## src/rtl/keypad_pkg.sv

```systemverilog
// Shared types and key-code helpers for the 4x4 matrix keypad scanner.
package keypad_pkg;

    localparam int NUM_ROWS = 4;
    localparam int NUM_COLS = 4;

    typedef enum logic [1:0] {
        ST_IDLE     = 2'd0,
        ST_DEBOUNCE = 2'd1,
        ST_HELD     = 2'd2,
        ST_RELEASE  = 2'd3
    } state_e;

    typedef enum logic [1:0] {
        FR_NONE  = 2'd0,
        FR_ONE   = 2'd1,
        FR_MULTI = 2'd2
    } frame_res_e;

    // Key code is 4*row + column.
    function automatic logic [3:0] key_code(input logic [1:0] r, input logic [1:0] c);
        return {r, c};
    endfunction

    // Number of asserted bits, saturating at 2 ("two or more").
    function automatic logic [1:0] low_count(input logic [3:0] low);
        logic [2:0] n;
        n = {2'b00, low[0]} + {2'b00, low[1]} + {2'b00, low[2]} + {2'b00, low[3]};
        return (n >= 3'd2) ? 2'd2 : n[1:0];
    endfunction

    // Index of the asserted bit; only meaningful when exactly one bit is set.
    function automatic logic [1:0] low_index(input logic [3:0] low);
        logic [1:0] idx;
        case (low)
            4'b0010: idx = 2'd1;
            4'b0100: idx = 2'd2;
            4'b1000: idx = 2'd3;
            default: idx = 2'd0;
        endcase
        return idx;
    endfunction

endpackage

```

## src/rtl/keypad_prescaler.sv

```systemverilog
// Scan tick generator: one-clk tick every SCAN_DIV clocks.
module keypad_prescaler
    import keypad_pkg::*;
#(
    parameter int SCAN_DIV = 50000
) (
    input  logic clk,
    input  logic rst_n,
    output logic tick
);

    localparam int CW = $clog2(SCAN_DIV);
    localparam logic [CW-1:0] LAST = CW'(SCAN_DIV - 1);

    logic [CW-1:0] cnt_q, cnt_d;
    logic          tick_q, tick_d;

    // Next count and tick
    always_comb begin
        if (cnt_q == LAST) begin
            cnt_d  = '0;
            tick_d = 1'b1;
        end else begin
            cnt_d  = cnt_q + CW'(1);
            tick_d = 1'b0;
        end
    end

    // Prescaler registers
    always_ff @(posedge clk or negedge rst_n) begin
        if (!rst_n) begin
            cnt_q  <= '0;
            tick_q <= 1'b0;
        end else begin
            cnt_q  <= cnt_d;
            tick_q <= tick_d;
        end
    end

    assign tick = tick_q;

endmodule

```

## src/rtl/keypad_scan.sv

```systemverilog
// 4x4 keypad scanner with frame-based debounce and one event pulse per press.
// Optional auto-repeat while held: define KEYPAD_REPEAT_EN.
module keypad_scan
    import keypad_pkg::*;
#(
    parameter int SCAN_DIV      = 50000,
    parameter int DEB_FRAMES    = 5,
    parameter int REPEAT_FRAMES = 125
) (
    input  logic       clk,
    input  logic       rst_n,
    input  logic [3:0] row,
    output logic [3:0] col,
    output logic       keyboard_en,
    output logic [3:0] keyboard_num,
    output logic       key_held
);

    if (SCAN_DIV < 2 || DEB_FRAMES < 1 || DEB_FRAMES > 15 || REPEAT_FRAMES < 1) begin : g_param_check
        $error("keypad_scan: illegal parameter value");
    end

    localparam logic [3:0] DEB_N = 4'(DEB_FRAMES);

    logic [3:0] row_s1_q, row_s1_d, row_s2_q, row_s2_d;
    logic [1:0] col_idx_q, col_idx_d;
    logic [3:0] col_q, col_d;
    logic [1:0] acc_cnt_q, acc_cnt_d;
    logic [3:0] acc_code_q, acc_code_d;
    state_e     state_q, state_d;
    logic [3:0] cand_q, cand_d;
    logic [3:0] cnt_q, cnt_d;
    logic       en_q, en_d;
    logic [3:0] num_q, num_d;
    logic       held_q, held_d;

`ifdef KEYPAD_REPEAT_EN
    localparam int REP_W = $clog2(REPEAT_FRAMES + 1);
    localparam logic [REP_W-1:0] REP_N = REP_W'(REPEAT_FRAMES);
    logic [REP_W-1:0] rep_q, rep_d;
`endif

    logic       tick_s;
    logic [3:0] low_s;
    logic [1:0] tick_keys_s;
    logic [2:0] sum_s;
    logic [1:0] frame_cnt_s;
    logic [3:0] frame_code_s;
    logic       frame_end_s;
    frame_res_e res_s;

    keypad_prescaler #(.SCAN_DIV(SCAN_DIV)) u_prescaler (
        .clk   (clk),
        .rst_n (rst_n),
        .tick  (tick_s)
    );

    // Synchronizer, column rotation and per-frame key accumulation
    always_comb begin
        row_s1_d     = row;
        row_s2_d     = row_s1_q;
        low_s        = ~row_s2_q;
        tick_keys_s  = low_count(low_s);
        sum_s        = {1'b0, acc_cnt_q} + {1'b0, tick_keys_s};
        frame_cnt_s  = (sum_s >= 3'd2) ? 2'd2 : sum_s[1:0];
        // The first key seen in the frame fixes the code; later keys only make it MULTI.
        frame_code_s = (acc_cnt_q == 2'd0) ? key_code(low_index(low_s), col_idx_q) : acc_code_q;
        frame_end_s  = tick_s && (col_idx_q == 2'd3);
        case (frame_cnt_s)
            2'd0:    res_s = FR_NONE;
            2'd1:    res_s = FR_ONE;
            default: res_s = FR_MULTI;
        endcase
        if (tick_s) begin
            col_idx_d = col_idx_q + 2'd1;
            col_d     = {col_q[2:0], col_q[3]};
            if (frame_end_s) begin
                acc_cnt_d  = 2'd0;
                acc_code_d = 4'd0;
            end else begin
                acc_cnt_d  = frame_cnt_s;
                acc_code_d = frame_code_s;
            end
        end else begin
            col_idx_d  = col_idx_q;
            col_d      = col_q;
            acc_cnt_d  = acc_cnt_q;
            acc_code_d = acc_code_q;
        end
    end

    // Debounce FSM, evaluated once per frame end
    always_comb begin
        state_d = state_q;
        cand_d  = cand_q;
        cnt_d   = cnt_q;
        en_d    = 1'b0;
        num_d   = num_q;
`ifdef KEYPAD_REPEAT_EN
        rep_d   = rep_q;
`endif
        if (frame_end_s) begin
            case (state_q)
                ST_IDLE: begin
                    if (res_s == FR_ONE) begin
                        if (DEB_N == 4'd1) begin
                            state_d = ST_HELD;
                            en_d    = 1'b1;
                            num_d   = frame_code_s;
`ifdef KEYPAD_REPEAT_EN
                            rep_d   = '0;
`endif
                        end else begin
                            state_d = ST_DEBOUNCE;
                            cand_d  = frame_code_s;
                            cnt_d   = 4'd1;
                        end
                    end else begin
                        state_d = ST_IDLE;
                    end
                end
                ST_DEBOUNCE: begin
                    if (res_s == FR_ONE && frame_code_s == cand_q) begin
                        if (cnt_q + 4'd1 == DEB_N) begin
                            state_d = ST_HELD;
                            en_d    = 1'b1;
                            num_d   = cand_q;
`ifdef KEYPAD_REPEAT_EN
                            rep_d   = '0;
`endif
                        end else begin
                            cnt_d = cnt_q + 4'd1;
                        end
                    end else begin
                        state_d = ST_IDLE;
                    end
                end
                ST_HELD: begin
                    if (res_s == FR_NONE) begin
                        state_d = (DEB_N == 4'd1) ? ST_IDLE : ST_RELEASE;
                        cnt_d   = 4'd1;
                    end else begin
`ifdef KEYPAD_REPEAT_EN
                        if (res_s == FR_ONE && frame_code_s == num_q) begin
                            if (rep_q + REP_W'(1) == REP_N) begin
                                en_d  = 1'b1;
                                rep_d = '0;
                            end else begin
                                rep_d = rep_q + REP_W'(1);
                            end
                        end else begin
                            rep_d = '0;
                        end
`else
                        state_d = ST_HELD;
`endif
                    end
                end
                ST_RELEASE: begin
                    if (res_s == FR_NONE) begin
                        if (cnt_q + 4'd1 == DEB_N) begin
                            state_d = ST_IDLE;
                        end else begin
                            cnt_d = cnt_q + 4'd1;
                        end
                    end else begin
                        state_d = ST_HELD;
`ifdef KEYPAD_REPEAT_EN
                        rep_d   = '0;
`endif
                    end
                end
                default: state_d = ST_IDLE;
            endcase
        end else begin
            state_d = state_q;
        end
        held_d = (state_d == ST_HELD) || (state_d == ST_RELEASE);
    end

    // State and output registers
    always_ff @(posedge clk or negedge rst_n) begin
        if (!rst_n) begin
            row_s1_q   <= 4'b1111;
            row_s2_q   <= 4'b1111;
            col_idx_q  <= 2'd0;
            col_q      <= 4'b1110;
            acc_cnt_q  <= 2'd0;
            acc_code_q <= 4'd0;
            state_q    <= ST_IDLE;
            cand_q     <= 4'd0;
            cnt_q      <= 4'd0;
            en_q       <= 1'b0;
            num_q      <= 4'h0;
            held_q     <= 1'b0;
`ifdef KEYPAD_REPEAT_EN
            rep_q      <= '0;
`endif
        end else begin
            row_s1_q   <= row_s1_d;
            row_s2_q   <= row_s2_d;
            col_idx_q  <= col_idx_d;
            col_q      <= col_d;
            acc_cnt_q  <= acc_cnt_d;
            acc_code_q <= acc_code_d;
            state_q    <= state_d;
            cand_q     <= cand_d;
            cnt_q      <= cnt_d;
            en_q       <= en_d;
            num_q      <= num_d;
            held_q     <= held_d;
`ifdef KEYPAD_REPEAT_EN
            rep_q      <= rep_d;
`endif
        end
    end

    assign col          = col_q;
    assign keyboard_en  = en_q;
    assign keyboard_num = num_q;
    assign key_held     = held_q;

endmodule

```

## config.mk

```make
export PLATFORM = sky130hd
export DESIGN_NAME = keypad_scan
export DESIGN_NICKNAME = d
export VERILOG_FILES = /design/src/rtl/keypad_pkg.sv /design/src/rtl/keypad_prescaler.sv /design/src/rtl/keypad_scan.sv
export SDC_FILE = /design/constraint.sdc
export NUM_CORES = 1
export LEC_CHECK = 0
export BUFFER_PORTS_ARGS = -buffer_cell sky130_fd_sc_hd__buf_2
export CAP_MARGIN = 20
export CELL_PAD_IN_SITES_DETAIL_PLACEMENT = 1
export CELL_PAD_IN_SITES_GLOBAL_PLACEMENT = 1
export CORE_MARGIN = 3
export CORE_UTILIZATION = 45
export CTS_CLUSTER_SIZE = 40
export DETAILED_ROUTE_END_ITERATION = 16
export GPL_TIMING_DRIVEN = 0
export HOLD_SLACK_MARGIN = 0.05
export PLACE_DENSITY_LB_ADDON = 0.1
export SKIP_CTS_REPAIR_TIMING = 1
export SLEW_MARGIN = 25
export SYNTH_ARGS = -nofsm -noshare
export SYNTH_HDL_FRONTEND = slang
export SYNTH_SLANG_ARGS = --single-unit
```

## constraint.sdc

```tcl
create_clock -name clk -period 4.6 [get_ports clk]
set_input_delay 0.69 -clock clk [delete_from_list [all_inputs] [get_ports clk]]
set_output_delay 0.69 -clock clk [all_outputs]
set_load 0.01 [all_outputs]
```

==> reports/results.tsv, run 1 <==
metric	value	unit
syn_avg_cell_area	11.52	um2
placed_cells	302	
multiInputGateArea	0.001061	mm2
cts_buffer_depth	2	
dpl-instance-area	0.002665	mm2
port_buffers	15	
path_class	flop to flop	
grtUsageMet1	0.2085	
crit_path_start_kind	flop	
die_w	80.54	um
rsz0062_at_grt	no	
synthTopCellsByCount	dfrtp_1, inv_1, nor2_1, dfstp_2, mux2_2	
slowest_delay	530	ps
met3_usage	0.03812	
synth_cells	217	
synth_edf_count	0	
worstMarginPinSlew	915.2	ps
ant_nets	0	
dr.pass1.iters	4	
crit_slowest_cell	fa_1	
cts_made_buffers	5	
setup_ws	921.5	ps
drt_iter0_drc	67	
coreArea	0.005238	mm2
fin_crit	3679	ps
ir_worst_vdd	0.1306	mV
hold_ws	359.5	ps
wl_per_cell	16.32	um
grt_max_degree	54	
ctsRootBufferMaster	clkbuf_8	
outcome	finished clean	
grt_pass1_wl	8.907	mm
grt-busiest-layer	met2	
yosysTopAreaCellShare	0.4204	
h-tree-depth	2	
ys_ff_latch	53	
route.detailed.drc	0	
grt_pass1_vias	1864	
max-cap-violations	0	
synth_nets	234	
clock_latency	300	ps
syn_to_final_growth	11.16	%
vias	1683	
nNetsFinal	256	
fin_tns_setup	0	ps
yosys.cell_types.count	47	
skew	7.805	ps
pin_count	16	
hp-class	flop to flop	
max_slew_margin	0.3848	
yosysMostFrequentCell	dfrtp_1	
start_util	0.4773	
seq_area	0.001340	mm2
fillers	575	
yosys.area.top_type	dfrtp_1	
drt-vias-per-instance	5.429	
syn-cell-area	0.002500	mm2
p_leak	1.302	nW
antenna_found_initial	0	
final_area	0.002779	mm2
regToRegSetupSlack	920	ps
gr-total-overflow	0	
dieArea	0.006486	mm2
fin_util	0.5306	
cts_tree	yes	
path_max_fanout	5	
power	811.1	uW
pre_cts_slack	883.0	ps
place_hpwl	3.742	mm
yosys_warnings	0	
clkSlewWorstSetupHoldPaths	90	ps
stdcell_count	310	
die_h	80.54	um
place_congestion	0.7811	
synthArstFlopShare	1.000	
path_cells	fa_1, inv_1, ha_1, inv_1, ha_1, and2_1, ha_1, inv_1, fa_1, nand2_1, or2_2, a221oi_1, nand2_1, nor3b_1, mux2i_1	
critPathArrivalTime	3850	ps
maxClockFrequency	271.8	MHz
grt_use_met2	0.3270	
ys.flop_type	dfrtp_1	
synth_area_leaders	dfrtp_1, dfstp_2, mux2_2	
hold_viol	0	
num_rows	26	
critPathCaptureType	flop	
powerDensity	291.9	mW/mm2
synth-seq-area-share	0.5360	
critical_path_required	4770	ps
setup_viol	0	
num_antenna_cells	0	
routed_wl	5.059	mm
drive_gt1_frac	0.2292	
final.period_utilization	0.7997	
cts_sinks	53	
grt_usage	0.1803	
maxSlewViolCount	0	
==> registers in the layout (all words and copies together) (netlist names) <==
name	cells
keyboard_en	1
acc_cnt_q	2
u_prescaler.tick	1
state_q	2
col	4
col_idx_q	2
cand_q	4
key_held	1
acc_code_q	4
u_prescaler.cnt_q	16
row_s1_q	4
cnt_q	4
keyboard_num	4
row_s2_q	4
==> cell type report <==
type | instances | share of cell area
repair buffers | 15 | 0.02792
clock buffers | 7 | 0.03872
well taps | 70 | 0.03152
multi-input cells | 140 | 0.3818
inverters | 18 | 0.02431
flip-flops and latches | 53 | 0.4822
plain buffers | 6 | 0.01126
clock inverters | 1 | 0.002251
==> where the power goes <==
| part | switching (mW) | internal, mW | total (mW) | leakage [nW] |
|---|---|---|---|---|
| Combinational | 0.0200 | 0.0102 | 0.0301 | 0.554 |
| Clock | 0.151 | 0.156 | 0.306 | 0.0599 |
| Sequential | 0.00254 | 0.472 | 0.475 | 0.688 |
==> cell families after synthesis <==
group	synth area share
fa+ha+maj	0.06106
buf+inv	0.03953
xor+xnor	0.05956
simple gates	0.1557
flops	0.5360
compound gates	0.08258
mux	0.06557
==> worst max-delay path, delay by kind of cell, from the launching register on <==
kind | cells | cell delay, ps
AO/OA/AOI/OAI | 1 | 330
buffers and inverters | 3 | 140
adder cells (fa/ha/maj) | 5 | 1480
AND/OR/NAND/NOR | 5 | 1070
flip-flops | 1 | 400
multiplexers | 1 | 140
==> per-layer routing <==
layer	share of wire	up-vias	routed length, um
li1	-	800	-
met1	0.42	852	2119
met2	0.54	21	2715
met3	0.024	10	121
met4	0.020	0	102
met5	0	-	0
==> layout by cell type, fill, tap and decap left out, types with 4 or more instances in the layout <==
| master | Yosys | routed |
|---|---|---|
| nand2b_1 | 5 | 5 |
| nand4_1 | 4 | 4 |
| ha_1 | 9 | 9 |
| dfrtp_1 | 42 | 42 |
| o22ai_1 | 5 | 5 |
| nor2_1 | 13 | 13 |
| clkbuf_8 | 0 | 6 |
| buf_2 | 1 | 15 |
| mux2i_1 | 4 | 4 |
| xnor2_1 | 10 | 10 |
| inv_1 | 18 | 18 |
| mux2_2 | 11 | 11 |
| nand3_1 | 10 | 10 |
| nand2_1 | 10 | 10 |
| a31oi_1 | 4 | 4 |
| xor2_1 | 7 | 7 |
| o21ai_0 | 5 | 5 |
| clkbuf_1 | 4 | 4 |
| dfstp_2 | 11 | 11 |
==> final timing paths <==
kind	startpoint	endpoint	cells after the start
setup / recovery	row_s2_q[0]$_DFF_PN1_	cnt_q[0]$_DFFE_PN0P_	15
hold / removal	row_s1_q[0]$_DFF_PN1_	row_s2_q[0]$_DFF_PN1_	0
setup reg to reg	row_s2_q[0]$_DFF_PN1_	cnt_q[0]$_DFFE_PN0P_	15
hold reg to reg	row_s1_q[0]$_DFF_PN1_	row_s2_q[0]$_DFF_PN1_	0
max in group asynchronous	rst_n	cnt_q[2]$_DFFE_PN0P_	1
min in group asynchronous	rst_n	col_idx_q[0]$_DFFE_PN0P_	1
Power figures use the tool's default switching activity.
==> inputs of run 2 (changes only) <==
Settings changed: CORE_UTILIZATION 45 to 43.
Clock period 4.6 ns to 3.3 ns, I/O delays scaled along.
==> reports/results.tsv, run 2 (same netlist as run 1, synthesis figures left out) <==
metric	value	unit	change
grt_max_degree	54		unchanged
critPathArrivalTime	3860	ps	about the same
grt_pass1_wl	8.204	mm	-7.9%
outcome	finished with violations		
h-tree-depth	2		unchanged
top_layer	met4		
drt_iter0_drc	73		+9.0%
drt-met1-wl	2.216	mm	+4.6%
antenna_found_initial	0		unchanged
setup_ws	-318.9	ps	-1240 ps
cts_buffer_depth	2		unchanged
coreArea	0.005574	mm2	+6.4%
ir_worst_vdd	0.1817	mV	+39%
max-cap-violations	0		unchanged
routed_wl	5.051	mm	-0.16%
fin_crit	3619	ps	-59.65 ps
skew	11.62	ps	+3.817 ps
clock_latency	300	ps	about the same
route.detailed.drc	0		unchanged
ctsRootBufferMaster	clkbuf_8		
vias	1658		-1.5%
stdcell_count	315		+1.6%
final_common_cell	dfrtp_1		
syn_to_final_growth	15.02	%	
path_max_fanout	4		-1
largest_register_ffs	16		unchanged
max_slew_margin	0.3786		-0.006209
crit_path_start_kind	flop		
ant_nets	0		unchanged
regMostFlops	u_prescaler.cnt_q		
violations	setup timing		
fillers	606		+5.4%
wl_per_cell	16.03	um	-1.7%
place_hpwl	3.625	mm	-3.1%
dr.pass1.iters	4		unchanged
critical_path_required	3540	ps	-1230 ps
cts_tree	yes		
hp-class	input pin to async pin		
power_frac_seq	0.620		+0.035
combPwrFrac	0.055		+0.018
start_util	0.4485		-0.02882
grt_usage	0.1584		-0.02194
final_cell_mix	dfrtp_1, inv_1, buf_2		
final.period_utilization	1.097		+0.2970
drt-vias-per-instance	5.263		-3.0%
grt_pass1_vias	1768		-5.2%
power_switching	236.2	uW	+37%
hold_viol	0		unchanged
wl_met3	97	um	-20%
die_h	82.25	um	+2.1%
die_w	82.25	um	+2.1%
power	1.068	mW	+32%
nNetsFinal	259		+1.2%
drive_gt1_frac	0.2922		+0.06301
placed_cells	304		+0.66%
worstMarginPinSlew	924.4	ps	+9.236 ps
port_buffers	15		unchanged
cts_made_buffers	5		unchanged
gr-total-overflow	0		unchanged
pin_count	16		unchanged
internal-power	831.7	uW	+30%
dpl-instance-area	0.002674	mm2	+0.33%
maxSlewViolCount	0		unchanged
rsz0062_at_grt	yes		
num_antenna_cells	0		unchanged
powerDensity	371.4	mW/mm2	+27%
clkSlewWorstSetupHoldPaths	100	ps	about the same
critPathCaptureType	flop		
final_area	0.002875	mm2	+3.5%
dieArea	0.006764	mm2	+4.3%
maxClockFrequency	276.3	MHz	+1.6%
num_rows	27		+3.8%
dr_wl_met2	2.712	mm	-0.11%
hold_ws	234.9	ps	-124.6 ps
setup_viol	9		+9
p_leak	1.323	nW	+1.6%
path_class	flop to flop		
cts_sinks	53		unchanged
place_congestion	0.8289		+6.1%
pwr-share-clk	0.326		-0.051
switching_share	0.2212		+0.007860
-- run 2: stage by stage --
| step | setup TNS, ps | setup WS, ps | utilization |
|---|---|---|---|
| detailed placement | -3183 | -342.3 | 0.4797 |
| global route | -3737 | -447.6 | 0.5158 |
| floorplan | 0 | 3.602 | - |
| finish | -1899 | -318.9 | 0.5158 |
| global placement | -2094 | -255.8 | 0.4792 |
| CTS | -3456 | -368.7 | 0.4947 |
-- run 2: final timing paths --
| check | from | end | slack, ps | cells after the start |
|---|---|---|---|---|
| worst max-delay path | row_s2_q[1]$_DFF_PN1_ | cnt_q[3]$_DFFE_PN0P_ | -320 | 15 |
| worst min-delay path | rst_n | col_idx_q[0]$_DFFE_PN0P_ | 230 | 1 |
| worst max register to register | row_s2_q[1]$_DFF_PN1_ | cnt_q[3]$_DFFE_PN0P_ | -320 | 15 |
| worst min register to register | row_s1_q[0]$_DFF_PN1_ | row_s2_q[0]$_DFF_PN1_ | 360 | 0 |
| max in group asynchronous | rst_n | u_prescaler.cnt_q[5]$_DFF_PN0_ | 2620 | 1 |
| min in group clk | row[2] | row_s1_q[2]$_DFF_PN1_ | 290 | 1 |
-- run 2: area by class of cell --
class | count | area [um2] | area share
plain buffers | 6 | 31.28 | 0.01088
clock buffers | 7 | 76.32 | 0.02654
clock inverters | 1 | 7.507 | 0.002611
inverters | 18 | 67.56 | 0.02350
multi-input cells | 140 | 1162 | 0.4043
flip-flops and latches | 53 | 1340 | 0.4661
well taps | 72 | 90.09 | 0.03133
repair buffers | 18 | 100.1 | 0.03481
-- run 2: worst max-delay path, stage by stage, from the launching register on --
cell and delay (ps):
dfstp_2 400, fa_1 530, inv_1 50, ha_2 160
inv_2 60, ha_4 120, and2_4 140, ha_4 120
inv_2 30, fa_1 600, nand2_1 100, or2_4 270
a221oi_2 270, nand2_2 120, or4_4 540, nand3_2 70
-- run 2: routing by layer --
layer / up-vias / GRT usage
met4: 0 / 0.04651
met5: - / 0
li1: 795 / -
met3: 2 / 0.04121
met2: 14 / 0.2829
met1: 847 / 0.1854
-- run 2: power groups by stage --
stage / logic [mW] / registers (mW) / clock network [mW]
2_1_floorplan: 0.0207 / 0.673 / 0
3_3_place_gp: 0.0415 / 0.674 / 0
3_5_place_dp: 0.0447 / 0.674 / 0
4_1_cts: 0.0451 / 0.662 / 0.367
5_1_grt: 0.0658 / 0.663 / 0.395
6_report: 0.0582 / 0.662 / 0.348
